`config.mk`:
```
export PLATFORM = sky130hd
export DESIGN_NAME = memory_stage
export DESIGN_NICKNAME = d
export VERILOG_FILES = /design/src/rtl/memory_stage_pkg.sv /design/src/rtl/memory_stage_ex_mem_reg.sv /design/src/rtl/memory_stage.sv
export SDC_FILE = /design/constraint.sdc
export NUM_CORES = 1
export LEC_CHECK = 0
export CORE_AREA = 2 2 232 234
export CTS_BUF_LIST = sky130_fd_sc_hd__clkbuf_8
export CTS_CLUSTER_SIZE = 40
export DETAILED_ROUTE_END_ITERATION = 10
export DIE_AREA = 0 0 234 236
export REMOVE_ABC_BUFFERS = 1
export SLEW_MARGIN = 15
export SYNTH_ARGS = -nofsm -noshare
export SYNTH_HDL_FRONTEND = slang
export SYNTH_SLANG_ARGS = --single-unit
```
`constraint.sdc`:
```
create_clock -name clk -period 3.3 [get_ports clk]
set_input_delay 0.495 -clock clk [delete_from_list [all_inputs] [get_ports clk]]
set_output_delay 0.495 -clock clk [all_outputs]
set_load 0.005 [all_outputs]
```
`src/rtl/memory_stage_pkg.sv`:
```
// Shared types and constants for the memory pipeline stage.
package memory_stage_pkg;

  typedef enum logic [1:0] {
    IDLE   = 2'd0,
    ACCESS = 2'd1,
    DONE   = 2'd2
  } mem_state_t;

  // Doubleword accesses must have these low address bits clear.
  localparam int unsigned ALIGN_BITS = 3;

endpackage

```
`src/rtl/memory_stage_ex_mem_reg.sv`:
```
// EX/MEM pipeline register: loads the execute bundle when enabled, holds otherwise.
module ex_mem_reg #(
  parameter int N = 64
) (
  input  logic         clk,
  input  logic         reset,
  input  logic         en,
  input  logic         valid_E,
  input  logic         Branch_E,
  input  logic         UncondBranch_E,
  input  logic         MemRead_E,
  input  logic         MemWrite_E,
  input  logic         zero_E,
  input  logic [N-1:0] PCBranch_E,
  input  logic [N-1:0] aluResult_E,
  input  logic [N-1:0] writeData_E,
  output logic         valid_M,
  output logic         Branch_M,
  output logic         UncondBranch_M,
  output logic         MemRead_M,
  output logic         MemWrite_M,
  output logic         zero_M,
  output logic [N-1:0] PCBranch_M,
  output logic [N-1:0] aluResult_M,
  output logic [N-1:0] writeData_M
);

  logic         valid_q, valid_d;
  logic         branch_q, branch_d;
  logic         uncond_q, uncond_d;
  logic         mem_read_q, mem_read_d;
  logic         mem_write_q, mem_write_d;
  logic         zero_q, zero_d;
  logic [N-1:0] pc_branch_q, pc_branch_d;
  logic [N-1:0] alu_result_q, alu_result_d;
  logic [N-1:0] write_data_q, write_data_d;

  // Next-state: take the execute bundle when enabled, otherwise hold.
  always_comb begin
    valid_d      = valid_q;
    branch_d     = branch_q;
    uncond_d     = uncond_q;
    mem_read_d   = mem_read_q;
    mem_write_d  = mem_write_q;
    zero_d       = zero_q;
    pc_branch_d  = pc_branch_q;
    alu_result_d = alu_result_q;
    write_data_d = write_data_q;
    if (en) begin
      valid_d      = valid_E;
      branch_d     = Branch_E;
      uncond_d     = UncondBranch_E;
      mem_read_d   = MemRead_E;
      mem_write_d  = MemWrite_E;
      zero_d       = zero_E;
      pc_branch_d  = PCBranch_E;
      alu_result_d = aluResult_E;
      write_data_d = writeData_E;
    end
  end

  // Register bank with synchronous clear.
  always_ff @(posedge clk) begin
    if (reset) begin
      valid_q      <= 1'b0;
      branch_q     <= 1'b0;
      uncond_q     <= 1'b0;
      mem_read_q   <= 1'b0;
      mem_write_q  <= 1'b0;
      zero_q       <= 1'b0;
      pc_branch_q  <= '0;
      alu_result_q <= '0;
      write_data_q <= '0;
    end else begin
      valid_q      <= valid_d;
      branch_q     <= branch_d;
      uncond_q     <= uncond_d;
      mem_read_q   <= mem_read_d;
      mem_write_q  <= mem_write_d;
      zero_q       <= zero_d;
      pc_branch_q  <= pc_branch_d;
      alu_result_q <= alu_result_d;
      write_data_q <= write_data_d;
    end
  end

  assign valid_M        = valid_q;
  assign Branch_M       = branch_q;
  assign UncondBranch_M = uncond_q;
  assign MemRead_M      = mem_read_q;
  assign MemWrite_M     = mem_write_q;
  assign zero_M         = zero_q;
  assign PCBranch_M     = pc_branch_q;
  assign aluResult_M    = alu_result_q;
  assign writeData_M    = write_data_q;

endmodule

```
`src/rtl/memory_stage.sv`:
```
// Memory stage: EX/MEM register, branch resolution and req/ack data-memory access.
module memory_stage
  import memory_stage_pkg::*;
#(
  parameter int N = 64
) (
  input  logic         clk,
  input  logic         reset,
  input  logic         valid_E,
  input  logic         Branch_E,
  input  logic         UncondBranch_E,
  input  logic         MemRead_E,
  input  logic         MemWrite_E,
  input  logic [N-1:0] PCBranch_E,
  input  logic [N-1:0] aluResult_E,
  input  logic [N-1:0] writeData_E,
  input  logic         zero_E,
  output logic         dm_req,
  output logic         dm_we,
  output logic [N-1:0] dm_addr,
  output logic [N-1:0] dm_wdata,
  input  logic         dm_ack,
  input  logic [N-1:0] dm_rdata,
  output logic         valid_M,
  output logic         PCSrc_M,
  output logic [N-1:0] PCBranch_M,
  output logic [N-1:0] aluResult_M,
  output logic [N-1:0] readData_M,
  output logic         misalign_M,
  output logic         stall_M
);

  logic         branch_m, uncond_m, mem_read_m, mem_write_m, zero_m;
  logic [N-1:0] write_data_m;
  logic         mem_access, aligned, mem_op;

  mem_state_t   state_q, state_d;
  logic [N-1:0] read_data_q, read_data_d;

  ex_mem_reg #(.N(N)) u_ex_mem_reg (
    .clk            (clk),
    .reset          (reset),
    .en             (~stall_M),
    .valid_E        (valid_E),
    .Branch_E       (Branch_E),
    .UncondBranch_E (UncondBranch_E),
    .MemRead_E      (MemRead_E),
    .MemWrite_E     (MemWrite_E),
    .zero_E         (zero_E),
    .PCBranch_E     (PCBranch_E),
    .aluResult_E    (aluResult_E),
    .writeData_E    (writeData_E),
    .valid_M        (valid_M),
    .Branch_M       (branch_m),
    .UncondBranch_M (uncond_m),
    .MemRead_M      (mem_read_m),
    .MemWrite_M     (mem_write_m),
    .zero_M         (zero_m),
    .PCBranch_M     (PCBranch_M),
    .aluResult_M    (aluResult_M),
    .writeData_M    (write_data_m)
  );

  assign mem_access = mem_read_m | mem_write_m;
  assign aligned    = (aluResult_M[ALIGN_BITS-1:0] == '0);
  assign mem_op     = valid_M & mem_access & aligned;
  assign misalign_M = valid_M & mem_access & ~aligned;

  // Access FSM next-state, request drivers and load-data capture.
  // Read-and-write together is a write, so load capture keys only on ~MemWrite.
  always_comb begin
    state_d     = state_q;
    read_data_d = read_data_q;
    stall_M     = 1'b0;
    dm_req      = 1'b0;
    dm_we       = 1'b0;
    case (state_q)
      IDLE: begin
        if (mem_op) begin
          stall_M = 1'b1;
          state_d = ACCESS;
        end
      end
      ACCESS: begin
        stall_M = 1'b1;
        dm_req  = 1'b1;
        dm_we   = mem_write_m;
        if (dm_ack) begin
          if (!mem_write_m) read_data_d = dm_rdata;
          state_d = DONE;
        end
      end
      DONE:    state_d = IDLE;
      default: state_d = IDLE;
    endcase
  end

  // FSM state and load-data registers.
  always_ff @(posedge clk) begin
    if (reset) begin
      state_q     <= IDLE;
      read_data_q <= '0;
    end else begin
      state_q     <= state_d;
      read_data_q <= read_data_d;
    end
  end

  assign dm_addr    = dm_req ? aluResult_M  : '0;
  assign dm_wdata   = dm_req ? write_data_m : '0;
  assign readData_M = read_data_q;
  assign PCSrc_M    = valid_M & (uncond_m | (branch_m & zero_m)) & ~stall_M;

endmodule
```
# Yosys cells after proc, flatten, opt, wreduce, memory -nomap -nowiden
# Cells that the tools add are included.
[word_totals] regBits=264 in_bits=265 out_inout_bits=326 wordCells=38
[op_classes] eq_ne=3 n_mux=9 bitwise=11 n_reduce_logical=4
[ops] operator="64-bit two-way mux" count=2
[ops] operator="1-bit bitwise AND" count=6
[ops] operator="2-bit two-way mux" count=2
[ops] operator="2-bit != test, second input constant" count=2
[ops] operator="2-bit one-hot mux with 2 select lines" count=1
[ops] operator="3-bit zero test" count=1
[ops] operator="1-bit two-way mux" count=3
[ops] operator="1-bit NOT" count=3
[ops] operator="3-bit AND reduction" count=1
[ops] operator="2-bit by 1-bit == test with 1-bit output, second input constant" count=1
[ops] operator="2-bit zero test" count=1
[ops] operator="1-bit bitwise OR" count=2
[ops] operator="1-bit one-hot mux with 2 select lines" count=1
[ops] operator="2-bit AND reduction" count=1

# Longest topological paths before layout
[logic_depth] ltp_word=7 mapped_depth=7 ltp_nobuf=4

# By module
# A second synthesis with hierarchy kept.
[hier_totals] hier_cells=1077 hier_area_um2=10258.6
[by_module_without_submodules] module="ex_mem_reg" n_inst=1 cells_each=638 area_per_inst_um2=6994.2 seq_area_each_um2=3963.8
[by_module_without_submodules] module="memory_stage" n_inst=1 cells_each=439 area_per_inst_um2=3264.4 seq_area_each_um2=1321.3

# Least setup slack after synthesis
# OpenSTA, ideal clock, no wires.
[synth_timing] path_kind="reg-to-output" startpoint="register u_ex_mem_reg.alu_result_q[0] (netlist: u_ex_mem_reg.aluResult_M[0])" endpoint="output port PCSrc_M" arrival_time_ns=1.518 t_required_ns=2.805 path_slack_ns=1.287 stages_incl_launch_ff=8 n_path_buf=3 path_cell_list="dfxtp_1 -> or4_1 -> clkbuf_1 -> o21a_1 -> buf_6 -> buf_6 -> inv_1 -> nor3b_1"
[synth_between] elab_chain_len=6
[synth_lines] element="start: declaration" line="memory_stage_ex_mem_reg.sv:35" rtl="logic [N-1:0] alu_result_q, alu_result_d;"
[synth_lines] element="start signal: assignment" line="memory_stage_ex_mem_reg.sv:82" rtl="alu_result_q <= alu_result_d;"
[synth_lines] element="3-bit zero test" line="memory_stage.sv:65" rtl="assign aligned = (aluResult_M[ALIGN_BITS-1:0] == '0);"
[synth_lines] element="1-bit bitwise AND" line="memory_stage.sv:66" rtl="assign mem_op = valid_M & mem_access & aligned;"
[synth_lines] element="1-bit two-way mux" line="memory_stage.sv:79" rtl="if (mem_op) begin"
[synth_lines] element="1-bit one-hot mux with 2 select lines" line="memory_stage.sv:77" rtl="case (state_q)"
[synth_lines] element="named net stall_M" line="memory_stage.sv:30" rtl="output logic stall_M"
[synth_lines] element="1-bit NOT" line="memory_stage.sv:112" rtl="assign PCSrc_M = valid_M & (uncond_m | (branch_m & zero_m)) & ~stall_M;"
[synth_lines] element="1-bit bitwise AND" line="memory_stage.sv:112"
[synth_lines] element="end: declaration" line="memory_stage.sv:25" rtl="output logic PCSrc_M,"
# The timed path passes the listed nets, and every way through them passes these cells.

# Final worst setup path
[layout_timing] startpoint="register state_q[1]" endpoint="output port dm_wdata[58]"
[layout_between] elab_chain_len=3
[layout_lines] element="start: declaration" line="memory_stage.sv:37" rtl="mem_state_t state_q, state_d;"
[layout_lines] element="start signal: assignment" line="memory_stage.sv:104" rtl="state_q <= state_d;"
[layout_lines] element="2-bit by 1-bit == test with 1-bit output" line="memory_stage.sv:77"
[layout_lines] element="1-bit two-way mux" line="memory_stage.sv:77"
[layout_lines] element="64-bit two-way mux" line="memory_stage.sv:110" rtl="assign dm_wdata = dm_req ? write_data_m : '0;"
[layout_lines] element="end: declaration" line="memory_stage.sv:21" rtl="output logic [N-1:0] dm_wdata,"
# Every way passes these cells.

==> impl_metrics.yaml <==
die:
  die_w_um: 234
  start_util: 0.2251
  die_area_sq_um: 55220
  die_y_um: 236
  num_io_pins: 591
  num_rows: 85
  core_sq_um: 53070
logic_synthesis:
  ys_ff_latch: 264
  yosysSeqAreaShare: 0.4423
  synth_edf_count: 0
  synth.distinct_cells: 23
  ys.warnings.count: 0
  synth-main-ff-cell: "dfxtp_1"
  async_reset_ff_frac: 0
  synth.avg_cell_area_sq_um: 9.205
  syn_inst: 1298
  synth.cell_area_sq_um: 11950
clock_tree:
  cts_tree: "built"
  clockBufferDepth: 3
  cts_sinks: 264
  postCtsHoldBufs: 0
  cts_inserted_buffers: 51
  path_clk_slew_ps: 60
  clk_latency_ps: 620
  cts-htree-levels: 2
  clockRootBuffer: "clkbuf_8"
detailed_routing:
  drt_iter0_markers: 339
  drc: 0
  viasPerCell: 4.067
  ant_nets: 0
  wire_per_inst_um: 15.02
  wl_um: 39000
  drtPass1Iterations: 5
  vias: 10558
sta:
  hold_violations: 0
  finClkSkew_ps: 35.38
  rsz0062_at_grt: "false"
  period_minus_slack_ps: 3147
  fin_crit_sh: 0.9536
  setup_viol: 0
  fmax_mhz: 317.8
  maxSlewViolCount: 0
  fin_tns_setup_ps: 0
  worst_pin_slew_ps: 973.6
  max_slew_margin: 0.3509
min_path:
  hold_depth: 2
  hp-start: "reset"
  hp-class: "input port to flip-flop"
  holdPathEnd: "readData_M[35]$_SDFFE_PP0P_"
power_and_ir_drop:
  ir_worst_vdd_uv: 256.0
  leakage_uw: 0.008255
  p_per_area_nw_per_um2: 411.9
outcome:
  status: "finished, final reports clean"
setup_path:
  r2r_start: "state_q[1]$_SDFFE_PP0P_"
  r2r_setup_slack_ps: 910
  cp.required_ps: 2800
  endpoint_kind: "primary output"
  ff2ff_path_depth: 5
  path_max_fanout: 97
  critPathLaunchType: "flip-flop"
  cp.arrival_ps: 2650
  reg2reg_to: "u_ex_mem_reg.writeData_M[61]$_SDFFE_PP0N_"
  worstSetupPathType: "flip-flop to primary output"
layout:
  layoutNonFillerInstCount: 2596
  drive_above_1_share: 0.05105
  design_area_sq_um: 19540
  nNetsFinal: 2122
  fillers: 5332
  area_delta_synth_final_pct: 63.50
  diodes: 0
job:
  cap_viol_max_count: 0
placement:
  dp_hpwl_um: 27730
  port-buffer-count: 590
  gp_congestion: 0.7746
  place_inst: 2495
  dpl_cell_area_sq_um: 18420
grt:
  grt_pass1_wl_um: 59190
  grt-ovfl-total: 0
  grt_max_degree: 144
  grtUsageTotal: 0.1347
  grt_pass1_vias: 10661
  antenna_found_initial: 1
[worst max-delay path: stages (launching register included)]
cell             delay [ps]
dfxtp_1                 420
nand2b_1                380
clkinv_2                160
buf_12                  200
and2_1                  270
clkdlybuf4s50_1         470
[Yosys cell counts (2+ instances only)]
master,instances,area (sq um)
a21oi_1,68,340.3
and2_1,126,788.3
buf_1,6,22.52
buf_2,4,20.02
buf_6,18,202.7
clkbuf_1,75,281.5
dfxtp_1,264,5285
inv_1,5,18.77
mux2i_1,194,1942
nand2_1,133,499.2
nand2b_1,389,2434
nor2_1,2,7.510
nor3b_1,2,15.01
o211ai_1,3,22.52
[routing by layer]
metal,vias up,routed length (um),track usage
li1,5262,-,-
met5,-,13,0
met3,48,4176,0.05948
met2,413,19070,0.2372
met4,2,709,0.03510
met1,4833,15030,0.1455
[flip-flops by register name, summed over array words and instances, names as in the netlist, 2 cells and up]
signal,flops
readData_M,64
state_q,2
u_ex_mem_reg.PCBranch_M,64
u_ex_mem_reg.aluResult_M,64
u_ex_mem_reg.writeData_M,64
[where the power goes]
part           switching [uW]  internal (uW)  total, uW
Clock                    1470           1900       3370
Combinational             415            775       1190
Sequential                112           3380       3490
[cells by family after synthesis]
group | synth area share
buffers and inverters | 0.04566
and+or+nand+nor | 0.3167
AOI/OAI and AO/OA | 0.03278
muxes | 0.1625
DFF | 0.4424
[layout make-up]
cell class / count / area [sq um] / share of cell area
timing repair buffer: 608 / 6125 / 0.3135
clock buffer: 64 / 880.8 / 0.04509
multi-input combinational: 927 / 6165 / 0.3156
tap: 696 / 870.8 / 0.04458
clock inverter: 32 / 188.9 / 0.009671
inverter: 5 / 20.02 / 0.001025
sequential: 264 / 5285 / 0.2705
[metrics by stage]
stage / hold slack, ps / util / total power, uW / setup slack (ps)
floorplan: 443.5 / - / 4065 / -5027
global route: 369.6 / 0.3681 / 8486 / 10.19
detailed placement: 446.2 / 0.3471 / 4755 / 582.7
CTS: 337.6 / 0.3675 / 8233 / 32.45
global placement: 441.6 / 0.3471 / 4728 / 654.1
finish: 373.5 / 0.3681 / 8046 / 153.3
[what timing repair did]
action,CTS,global route
cloned,1,0
setup endpoints to repair,2,4
gates resized for setup,0,1
setup buffers,0,4
[placed cells by master, fill, tap and decap left out, types with 2 or more instances in the layout]
master | Yosys | routed
and2_1 | 126 | 126
a21oi_1 | 68 | 68
buf_4 | 0 | 11
o211ai_1 | 3 | 3
nand2_1 | 133 | 133
inv_1 | 5 | 28
nor2_1 | 2 | 2
dfxtp_1 | 264 | 264
clkdlybuf4s50_1 | 0 | 589
clkbuf_8 | 0 | 64
clkinv_2 | 0 | 4
nor3b_1 | 2 | 2
mux2i_1 | 194 | 194
buf_12 | 0 | 6
clkinvlp_4 | 0 | 2
nand2b_1 | 389 | 389
bufinv_16 | 0 | 2
[worst max-delay path by stage]
| stage | startpoint | end | slack, ps | depth (start not counted) |
|---|---|---|---|---|
| floorplan | u_ex_mem_reg.MemWrite_M$_SDFFE_PP0N_ | PCSrc_M | -5030 | 4 |
| global placement | state_q[1]$_SDFFE_PP0P_ | PCSrc_M | 650 | 5 |
| detailed placement | state_q[1]$_SDFFE_PP0P_ | PCSrc_M | 580 | 5 |
| CTS | state_q[1]$_SDFFE_PP0P_ | PCSrc_M | 30 | 5 |
| global route | state_q[0]$_SDFFE_PP0P_ | dm_wdata[58] | 10 | 5 |
| finish | state_q[1]$_SDFFE_PP0P_ | dm_wdata[58] | 150 | 5 |
No activity file was read; power rests on OpenSTA's default activity.
==> patch 1: new RTL, config.mk and constraints unchanged <==
The package constant `ALIGN_BITS` goes from 3 to 2.
--- a/src/rtl/memory_stage_pkg.sv
+++ b/src/rtl/memory_stage_pkg.sv
@@ -10,3 +10,3 @@
   // Doubleword accesses must have these low address bits clear.
-  localparam int unsigned ALIGN_BITS = 3;
+  localparam int unsigned ALIGN_BITS = 2;
 
Check against the original RTL: not equivalent (Yosys sat finds a counterexample within 4 cycles, from zero or initial values and one cycle with reset high).
==> patch 1 against the unedited design <==
Final area decreased by 0.60%; critical path type unchanged; power is 0.95% lower; critical path depth stayed put; wire length decreased by 0.25%; synthesized area barely moved; sequential cell count is the same; highest routed layer is now met4; hold slack got worse by 0.056 ns; setup slack gained 0.071 ns.
==> patch 1: results (changes against the unedited design) <==
Parameter                              Value

Worst setup path
  Crit-path leading delay family    buffers and inverters
  Arrival time worst endpoint    2.58 ns (-0.07 ns)
  Critical path's slowest cell    sky130_fd_sc_hd__clkdlybuf4s50_1
  Top fanout value on the critical path    92 (-5.2%)
  Delay of the slowest cell on the worst path    0.53 ns (+0.06 ns)

Final layout
  Final #Nets    2,115 (-0.33%)
  Ratio of cells with drive above 1 in the final layout    0.0487 (-0.00240)

Synthesis
  Number of distinct library cells after synthesis    22 (-4.3%)
  Most used flip-flop cell after synthesis    sky130_fd_sc_hd__dfxtp_1
  Post-synthesis async set-or-reset flop share    0 (unchanged)
  Part of the Yosys area used for sequential elements    0.443 (about the same)
  Synth top area cells    sky130_fd_sc_hd__dfxtp_1 44%, sky130_fd_sc_hd__nand2b_1 20%, sky130_fd_sc_hd__mux2i_1 16%, sky130_fd_sc_hd__and2_1 6.7%, sky130_fd_sc_hd__nand2_1 4.1%
  Yosys warns    0 (unchanged)
  Top cells by count, synth    391 x sky130_fd_sc_hd__nand2b_1, 264 x sky130_fd_sc_hd__dfxtp_1, 195 x sky130_fd_sc_hd__mux2i_1

Place
  Gpl congestion    0.784 (+1.2%)
  Post-Place Setup Slack    0.690 ns (+0.107 ns)
  Placed wire-length estimate after detailed placement    28,000 um (+0.86%)
  Total cell area at the placement stage    0.0184 mm2 (-0.11%)
  IO buf count    590 (unchanged)

Global routing
  Maximum number of pins on one net before global-route repair    110 (-24%)
  Vias in the first global route    10,500 (-1.2%)
  First-pass GRT wire length    59,000 um (-0.35%)
  Initial antenna violation count    1 (unchanged)
  Global-route usage over all layers    0.134 (-0.000327)

Timing
  Slew HR    0.387 (+0.0362)
  Clock skew after layout    0.0262 ns (-0.00919 ns)

CTS
  Number of CTS-inserted buffers    50 (-2.0%)
  Post-CTS setup-driven buffer insertion count    0 (unchanged)
  Buffers from clock root to sink, at most    3 (unchanged)
  CTS clock-pin slew for the worst setup and hold paths    0.06 ns (about the same)
  H-tree depth reported by CTS    2 (unchanged)
  Post-CTS resize count    1 (+1)
  Root cell of the clock tree    sky130_fd_sc_hd__clkbuf_8
  Clk_lat worst skew    0.61 ns

Route
  Post-DR vias/cell    4.04 (-0.74%)
  First-pass DRT Iterations    4 (-1)
  Average detailed-routed wire length per instance    15.0 um (about the same)
  Count of routing violations after the opening detailed-route iteration    337 (-0.59%)

Hold path
  Class of the tightest hold or removal check    input pin to register

Pwr
  Leak Pwr    8.16 nW (-1.1%)
  Peak supply drop    0.303 mV (+18%)
  Power density of the placed cells    410 mW/mm2 (-0.35%)

Outcome
  Status    complete, no violations
## patch 1: path summary, 6_finish.rpt
check,startpoint,endpoint,slack [ns],cells past startpoint
worst max-delay path,state_q[1],dm_wdata[19],0.22,5
worst min-delay path,reset,readData_M[29],0.32,2
worst max register to register,u_ex_mem_reg.MemWrite_M,u_ex_mem_reg.writeData_M[35],1.18,4
worst min register to register,readData_M[11],readData_M[11],0.45,2
## patch 1: layout make-up
class / instances / area [um2]
inverter: 4 / 16.3
fill: 5383 / 33700
sequential: 264 / 5290
clock buffer: 64 / 881
multi-input combinational: 927 / 6160
clock inverter: 29 / 128
timing repair buffer: 603 / 6070
tap: 696 / 871
antenna: 1 / 2.50
## patch 1: cell families after synthesis
group	Yosys count	share of synthesized area
buffers and inverters	105	0.0438
and+or+nand+nor	659	0.318
AOI/OAI and AO/OA	73	0.0318
muxes	195	0.163
DFF	264	0.443
## patch 1: per-stage QoR
stage | hold slack (ns) | cells
after global routing | 0.282 | 2588
after floorplan | 0.443 | 1195
after global placement | 0.440 | 2494
after CTS | 0.246 | 2587
final | 0.318 | 2588
after detailed placement | 0.446 | 2494
## patch 1: routing by layer
layer  vias up  track usage  wire length, um
met5         -            0                0
met4         0       0.0376              809
met3        55       0.0536             3570
met2       363        0.237            19000
met1      4788        0.147            15500
li1       5242            -                -
## patch 1: power by group
part / leakage [nW] / switching, mW / total [mW] / internal [mW]
Clock: 0.596 / 1.44 / 3.18 / 1.74
Sequential: 2.18 / 0.133 / 3.53 / 3.39
Combinational: 5.39 / 0.446 / 1.26 / 0.817
Total: 8.16 / 2.02 / 7.97 / 5.95
==> patch 2: new RTL, config.mk and constraints unchanged <==
Without the edit above. Encoding of `mem_state_t`: now one-hot (3 bits for 3 states).
--- a/src/rtl/memory_stage_pkg.sv
+++ b/src/rtl/memory_stage_pkg.sv
@@ -3,6 +3,6 @@
 
-  typedef enum logic [1:0] {
-    IDLE   = 2'd0,
-    ACCESS = 2'd1,
-    DONE   = 2'd2
+  typedef enum logic [2:0] {
+    IDLE   = 3'b001,
+    ACCESS = 3'b010,
+    DONE   = 3'b100
   } mem_state_t;
Behaviour: no difference found for any inputs over 4 cycles, from zero or initial values and one cycle with reset high; so few cycles prove little.
==> patch 2 against the unedited design <==
Die area unchanged; synthesized area decreased by 12%; via count down 11%; power shrank 11%; critical endpoint is now dm_addr[7]; setup slack lost 0.017 ns; register-to-register slack worse by 0.15 ns; global-route usage decreased by 1.1 points; final area is 9.8% lower; sequential cell count rose by 1; maximum frequency fell by 0.54%; final cell count down 8.2%; wire length down 7.6%.
==> patch 2: results (changes against the unedited design) <==
Parameter                              Value

Global routing
  Initial antenna violation count    0 (-1)
  Vias in the first global route    9,247 (-13%)
  M2 GR Usage    0.217 (-0.0206)
  Met3 usage in global routing    0.0446 (-0.0149)

Worst setup path
  Top fanout value on the critical path    131 (+35%)
  Worst setup slack for register-to-register paths    0.76 ns (-0.15 ns)

Pwr
  Power density of the placed cells    406 mW/mm2 (-1.4%)
  Seq pwr    3.45 mW (-1%)
  Part of the power in the clock network    0.399 (-0.019)
  Peak supply drop    0.278 mV (+8.7%)
  Design internal power    5.45 mW (-10%)

Route
  First-pass DRT Iterations    4 (-1)
  Average detailed-routed wire length per instance    15.1 um (+0.71%)
  DR WL met2    17,600 um (-7.5%)
  Met3 WL post-DR    3370 um (-19%)

Place
  Total cell area at the placement stage    0.0168 mm2 (-9.1%)

Synthesis
  Part of the Yosys area used for sequential elements    0.507 (+0.0648)
  Top cells by count, synth    265 x sky130_fd_sc_hd__dfxtp_1, 200 x sky130_fd_sc_hd__nor2_1, 195 x sky130_fd_sc_hd__mux2i_1

Hold path
  Class of the tightest hold or removal check    register to register

Timing
  Slew HR    0.237 (-0.114)

Final layout
  Final Instance Count excl. Fillers    2,383 (-8.2%)
  Fill cell total of the finished layout    5,405 (+1.4%)
  Final #Nets    1,922 (-9.4%)
  Ratio of cells with drive above 1 in the final layout    0.0462 (-0.00482)

Outcome
  Status    complete, no violations

CTS
  Number of CTS-inserted buffers    49 (-3.9%)
patch 2: cell count changes after synthesis, moves of 6 or more:
cell / unedited run / this run
sky130_fd_sc_hd__buf_12: 0 / 21
sky130_fd_sc_hd__buf_6: 18 / 7
sky130_fd_sc_hd__nand2b_1: 389 / 0
sky130_fd_sc_hd__clkbuf_1: 75 / 42
sky130_fd_sc_hd__nor2_1: 2 / 200
sky130_fd_sc_hd__buf_1: 6 / 0
patch 2: cell families (layout without fill, tap and decap cells):
logic type             count (synthesis)  after routing  synth area share
AO/OA/AOI/OAI                         72             72            0.0366
buffers and inverters                 81            689            0.0683
AND/OR/NAND/NOR                      466            466             0.201
flip-flops                           265            265             0.507
multiplexers                         195            195             0.187
patch 2: timing repair:
action,in CTS,in global routing
endpoints found under the setup margin,0,1
hold buffers,0,0
resized for setup,0,1
patch 2: area by class of cell:
type	count	area, um2	area share
clock buffers	53	729	0.0414
well taps	696	871	0.0494
repair buffers	606	6120	0.348
clock inverters	28	134	0.00760
inverters	2	10.0	0.000568
flip-flops and latches	265	5310	0.301
multi-input cells	733	4450	0.252
patch 2: final timing paths:
kind	to	startpoint	cells past startpoint
hold / removal	readData_M[58]	readData_M[58]	2
setup / recovery	dm_addr[7]	state_q[1]	5
setup reg to reg	u_ex_mem_reg.PCBranch_M[9]	u_ex_mem_reg.aluResult_M[1]	7
hold reg to reg	readData_M[58]	readData_M[58]	2
patch 2: worst min-delay path, cell delays in order (launching register included):
cell                      delay (ns)
sky130_fd_sc_hd__dfxtp_1        0.30
sky130_fd_sc_hd__nand2_1        0.05
sky130_fd_sc_hd__a21oi_1        0.05
